`src/rtl/commit_trace_fifo.sv`:
```
// ============================================================================
// Module      : commit_trace_fifo
// Description : Armable/triggerable capture buffer for retired-instruction
//               records, read out as four DATA_W-wide beats per record.
// Revision    : 1.0
// ============================================================================
`default_nettype none

module commit_trace_fifo #(
    parameter int          DATA_W    = 32,
    parameter int          DEPTH     = 16,
    parameter logic [31:0] PC_BASE   = 32'h00400000,
    parameter bit          OVERWRITE = 1'b0
) (
    input  logic                   clk_in,
    input  logic                   reset,
    input  logic                   arm,
    input  logic                   trig_en,
    input  logic [DATA_W-1:0]      trig_pc,
    input  logic                   commit_valid,
    input  logic [DATA_W-1:0]      commit_pc,
    input  logic [DATA_W-1:0]      commit_inst,
    input  logic                   commit_wen,
    input  logic [4:0]             commit_waddr,
    input  logic [DATA_W-1:0]      commit_wdata,
    output logic                   out_valid,
    input  logic                   out_ready,
    output logic [DATA_W-1:0]      out_data,
    output logic [1:0]             out_beat,
    output logic [$clog2(DEPTH):0] count,
    output logic [15:0]            dropped,
    output logic [1:0]             state
);

    localparam int                C_PTR_W   = $clog2(DEPTH);
    localparam int                C_CNT_W   = C_PTR_W + 1;
    localparam logic [DATA_W-1:0] C_PC_BASE = DATA_W'(PC_BASE);

    typedef enum logic [1:0] {
        ST_IDLE    = 2'd0,
        ST_ARMED   = 2'd1,
        ST_CAPTURE = 2'd2,
        ST_DONE    = 2'd3
    } state_t;

    state_t               state_q,   state_d;
    logic [C_PTR_W-1:0]   wr_ptr_q,  wr_ptr_d;
    logic [C_PTR_W-1:0]   rd_ptr_q,  rd_ptr_d;
    logic [C_CNT_W-1:0]   count_q,   count_d;
    logic [15:0]          dropped_q, dropped_d;
    logic [1:0]           beat_q,    beat_d;

    logic [DATA_W-1:0]    pc_mem    [DEPTH];
    logic [DATA_W-1:0]    inst_mem  [DEPTH];
    logic                 wen_mem   [DEPTH];
    logic [4:0]           waddr_mem [DEPTH];
    logic [DATA_W-1:0]    wdata_mem [DEPTH];

    logic                 w_full;
    logic                 w_accept;
    logic                 w_pop;
    logic                 w_capture;
    logic                 w_wr_en;
    logic                 w_ovr;
    logic                 w_drop;
    logic [DATA_W-1:0]    w_beat2;

    always_comb begin
        state_d   = state_q;
        wr_ptr_d  = wr_ptr_q;
        rd_ptr_d  = rd_ptr_q;
        count_d   = count_q;
        dropped_d = dropped_q;
        beat_d    = beat_q;
        w_wr_en   = 1'b0;
        w_ovr     = 1'b0;
        w_drop    = 1'b0;
        w_full    = (count_q == C_CNT_W'(DEPTH));
        w_accept  = (count_q != '0) && out_ready;
        w_pop     = w_accept && (beat_q == 2'd3);
        w_capture = commit_valid &&
                    ((state_q == ST_CAPTURE) ||
                     ((state_q == ST_ARMED) && (commit_pc == trig_pc)));

        if (arm) begin
            // A new session discards everything, including any same-cycle commit or beat.
            state_d   = trig_en ? ST_ARMED : ST_CAPTURE;
            wr_ptr_d  = '0;
            rd_ptr_d  = '0;
            count_d   = '0;
            dropped_d = '0;
            beat_d    = 2'd0;
        end else begin
            if (w_accept) begin
                beat_d = beat_q + 2'd1;
            end
            if (w_pop) begin
                rd_ptr_d = rd_ptr_q + C_PTR_W'(1);
            end
            if (w_capture) begin
                if (state_q == ST_ARMED) begin
                    state_d = ST_CAPTURE;
                end
                if (!w_full || w_pop) begin
                    w_wr_en = 1'b1;
                end else if (OVERWRITE) begin
                    // Oldest record is replaced; any partial readout of it restarts.
                    w_wr_en  = 1'b1;
                    w_ovr    = 1'b1;
                    w_drop   = 1'b1;
                    rd_ptr_d = rd_ptr_q + C_PTR_W'(1);
                    beat_d   = 2'd0;
                end else begin
                    w_drop  = 1'b1;
                    state_d = ST_DONE;
                end
            end
            if ((state_q == ST_DONE) && commit_valid) begin
                w_drop = 1'b1;
            end
            if (w_wr_en) begin
                wr_ptr_d = wr_ptr_q + C_PTR_W'(1);
            end
            if (w_wr_en && !w_ovr && !w_pop) begin
                count_d = count_q + C_CNT_W'(1);
            end else if (!(w_wr_en && !w_ovr) && w_pop) begin
                count_d = count_q - C_CNT_W'(1);
            end
            if (w_drop && (dropped_q != 16'hFFFF)) begin
                dropped_d = dropped_q + 16'd1;
            end
        end
    end

    always_ff @(posedge clk_in or posedge reset) begin
        if (reset) begin
            state_q   <= ST_IDLE;
            wr_ptr_q  <= '0;
            rd_ptr_q  <= '0;
            count_q   <= '0;
            dropped_q <= '0;
            beat_q    <= 2'd0;
        end else begin
            state_q   <= state_d;
            wr_ptr_q  <= wr_ptr_d;
            rd_ptr_q  <= rd_ptr_d;
            count_q   <= count_d;
            dropped_q <= dropped_d;
            beat_q    <= beat_d;
        end
    end

    // Record storage is deliberately left out of reset.
    always_ff @(posedge clk_in) begin
        if (w_wr_en) begin
            pc_mem[wr_ptr_q]    <= commit_pc;
            inst_mem[wr_ptr_q]  <= commit_inst;
            wen_mem[wr_ptr_q]   <= commit_wen;
            waddr_mem[wr_ptr_q] <= commit_waddr;
            wdata_mem[wr_ptr_q] <= commit_wdata;
        end
    end

    always_comb begin
        w_beat2            = '0;
        w_beat2[DATA_W-1]  = wen_mem[rd_ptr_q];
        w_beat2[4:0]       = waddr_mem[rd_ptr_q];
        case (beat_q)
            2'd0:    out_data = pc_mem[rd_ptr_q] + C_PC_BASE;
            2'd1:    out_data = inst_mem[rd_ptr_q];
            2'd2:    out_data = w_beat2;
            default: out_data = wdata_mem[rd_ptr_q];
        endcase
    end

    assign out_valid = (count_q != '0);
    assign out_beat  = beat_q;
    assign count     = count_q;
    assign dropped   = dropped_q;
    assign state     = state_q;

endmodule

`default_nettype wire

```
`config.mk`:
```
export PLATFORM = sky130hd
export DESIGN_NAME = commit_trace_fifo
export DESIGN_NICKNAME = d
export VERILOG_FILES = /design/src/rtl/commit_trace_fifo.sv
export SDC_FILE = /design/constraint.sdc
export NUM_CORES = 1
export LEC_CHECK = 0
export ABC_AREA = 0
export BUFFER_PORTS_ARGS = -buffer_cell sky130_fd_sc_hd__buf_2
export CORE_MARGIN = 3
export CORE_UTILIZATION = 28
export DETAILED_ROUTE_END_ITERATION = 10
export HOLD_SLACK_MARGIN = 0.15
export PLACE_DENSITY = 0.41
export SLEW_MARGIN = 5
export SYNTH_ARGS = -nofsm -noshare
export SYNTH_HDL_FRONTEND = slang
export SYNTH_SLANG_ARGS = --single-unit
```
`constraint.sdc`:
```
create_clock -name clk_in -period 14.1 [get_ports clk_in]
set_input_delay 0.705 -clock clk_in [delete_from_list [all_inputs] [get_ports clk_in]]
set_output_delay 0.705 -clock clk_in [all_outputs]
set_load 0.02 [all_outputs]
```
==> reports/metrics.yaml <==
grt_pass1_wl_um: 256000
r2r_slack_ns: 8.08
status: "completed"
rr_startpoint: "state[1]$_DFFE_PP0P_"
antenna_found_initial: 53
grtUsageMet1: 0.210
worstPathMaxFanout: 59
detail-route-antenna-nets: 0
grt_max_degree: 88
max_freq_mhz: 138
dp_hpwl_um: 103000
use_met3: 0.0315
period_minus_slack_ns: 7.25
crit_path_end_kind: "output port"
final.setup_skew_ns: 0.0598
dr_total_vias: 30100
synthDominantCellAreaShare: 0.761
synthTopCellsByArea: "edfxtp_1 76%, mux4_2 17%, dfrtp_1 1.3%"
synth_edf_count: 1632
via_per_inst: 4.86
drv_cap: 0
slew_headroom: 0.132
drt-initial-drc-count: 2888
drv_slew: 0
die_w_um: 486
clkSinkCount: 1665
ys_async_sr_fraction: 0.0198
yosysSeqAreaShare: 0.774
grt-busiest-layer: "met2"
first_global_vias: 31900
final_common_cell: "edfxtp_1"
startpoint_type: "flop"
fin_nets: 3189
power_density_nw_per_um2: 140
arrival_ns: 6.55
rsz0062_at_grt: "no"
drive_above_1_share: 0.325
synth_cell_type_count: 63
cts_resized: 0
synth_area_per_cell_um2: 23.6
synthToLayoutAreaGrowth_pct: 16.5
use_met2: 0.259
wl_per_cell_um: 29.9
fillers: 21200
regArea_um2: 49800
critPathLaunch: "rd_ptr_q[1]$_DFFE_PP0P_"
multiInputGateArea_um2: 13900
crit_end: "out_data[3]"
clkLatencyLatePin_ns: 0.85
dieHeight_um: 486
setup_violations: 0
cts_buffer_depth: 3
cts-buffers-inserted: 178
required_ns: 13.40
syn_inst: 2727
routed_wl_um: 185000
syn_nets: 2884
finalWeightedCongestion: 0.717
postCtsSetupBuffers: 0
grt-ovfl-total: 0
cts_root_buffer: "clkbuf_16"
path_class: "reg -> out"
hp-class: "in -> reg"
fin_util: 0.329
cts_tree: "built"
htree_levels: 4
yosysWarnings: 0
clkTransAtPathRegs_ns: 0.06
placementRows: 175
ys_ff_latch: 1665
tns_ns: 0
die_area_um2: 236000
period_share: 0.515
synth_top_area_cell: "edfxtp_1"
yosys_most_used_dff: "edfxtp_1"
leakagePower_nw: 22.7
drc: 0
grt.total_usage: 0.156
initial_core_util: 0.282
hold_viol: 0
numPortBuffers: 197
synth_area_um2: 64400
irDropWorstVdd_v: 0.0000938
worstMarginPinSlew_ns: 1.29
r2r_end: "inst_mem[8][31]$_DFFE_PP_"
coreArea_um2: 228000
ios: 198
dr.pass1.iters: 5
final_cell_mix: "1632 x edfxtp_1, 490 x mux4_2, 197 x buf_2, 178 x clkbuf_16, 77 x nor2_1"
ff2ff_path_depth: 9
-- worst min path at each step --
stage                                       start                        end  slack (ns)  cells past startpoint
final                              commit_inst[3]   inst_mem[9][3]$_DFFE_PP_        0.24                      1
after global routing              commit_inst[23]  inst_mem[6][23]$_DFFE_PP_        0.19                      1
after CTS                          commit_inst[3]   inst_mem[9][3]$_DFFE_PP_        0.15                      1
after detailed placement   dropped[6]$_DFFE_PP0P_     dropped[6]$_DFFE_PP0P_        0.59                      2
after global placement     dropped[6]$_DFFE_PP0P_     dropped[6]$_DFFE_PP0P_        0.57                      2
after floorplan           wr_ptr_q[3]$_DFFE_PP0P_    wr_ptr_q[3]$_DFFE_PP0P_        0.57                      2
-- final cells by class --
type,instances,share of cell area
timing repair buffer,263,0.0208
sequential,1665,0.664
antenna,10,0.000333
tap,3009,0.0502
inverter,17,0.000950
multi-input combinational,907,0.186
clock inverter,110,0.0169
clock buffer,211,0.0610
-- through the flow --
stage,power (mW),setup slack (ns),cell area [um2],instances,hold slack [ns]
final,10.5,6.85,75000,6192,0.235
after global routing,10.9,6.50,75000,6183,0.191
after CTS,10.7,6.65,75000,6182,0.151
after detailed placement,5.97,6.70,69100,5854,0.588
after global placement,5.96,6.87,69100,5854,0.565
after floorplan,5.73,0.521,64400,2727,0.572
-- state kept, by name (all words and copies together) (netlist names) --
register and cells:
wdata_mem 512, out_beat 2, wr_ptr_q 4, state 2
pc_mem 512, wen_mem 16, dropped 16, count 5
rd_ptr_q 4, inst_mem 512, waddr_mem 80
-- cells by family after synthesis --
logic type | Yosys count | synth area share
adder cells (fa/ha/maj) | 17 | 0.00342
AND/OR/NAND/NOR | 215 | 0.0161
multiplexers | 520 | 0.176
buffers and inverters | 155 | 0.0109
XOR/XNOR | 55 | 0.00748
flip-flops | 1665 | 0.774
AO/OA/AOI/OAI | 100 | 0.0118
-- per-layer routing --
metal	share of wire	wire length, um
met5	0.00052	96
met4	0.022	3990
met3	0.055	10200
met2	0.49	91200
met1	0.43	79500
-- where the power goes --
group / internal, mW / leakage [nW] / switching (mW)
Clock: 2.66 / 2.82 / 1.99
Combinational: 0.104 / 4.77 / 0.289
Sequential: 5.45 / 15.1 / 0.0113
Total: 8.21 / 22.7 / 2.29
-- worst max-delay path, cell delays in order (launching register included) --
cell      delay (ns)
dfrtp_4         1.00
buf_4           0.85
buf_4           0.74
buf_4           0.90
mux4_2          0.44
mux4_2          0.59
a222oi_1        0.40
buf_4           0.25
o21ai_0         0.11
buf_2           0.22
-- synth_stat cells (2+ instances only) --
| cell | number |
|---|---|
| nand2_1 | 49 |
| inv_1 | 17 |
| mux2i_1 | 22 |
| nand3_1 | 13 |
| nor4_1 | 10 |
| nor2_1 | 78 |
| xnor2_1 | 42 |
| ha_1 | 16 |
| a221oi_1 | 25 |
| a21oi_1 | 11 |
| or3_1 | 3 |
| nor2b_1 | 11 |
| nor3_1 | 5 |
| buf_6 | 3 |
| and3_1 | 7 |
| mux2_1 | 4 |
| xor2_1 | 13 |
| nand4_1 | 15 |
| a222oi_1 | 5 |
| o21ai_0 | 17 |
| a31oi_1 | 3 |
| buf_1 | 24 |
| and2_1 | 10 |
| buf_4 | 8 |
| clkbuf_1 | 51 |
| mux4_2 | 490 |
| o22ai_1 | 2 |
| edfxtp_1 | 1632 |
| a31o_2 | 3 |
| dfrtp_1 | 33 |
| mux2_2 | 4 |
| buf_2 | 50 |
| a21o_1 | 2 |
| nand2b_1 | 2 |
| o21bai_1 | 2 |
| a211oi_1 | 5 |
| a22oi_1 | 14 |
-- timing repair --
item / in CTS / in global routing
setup endpoints to repair: 0 / 0
endpoints found under the hold margin: 82 / 0
hold buffers: 7 / 0
Note: power is estimated with default switching activity, not from simulation.
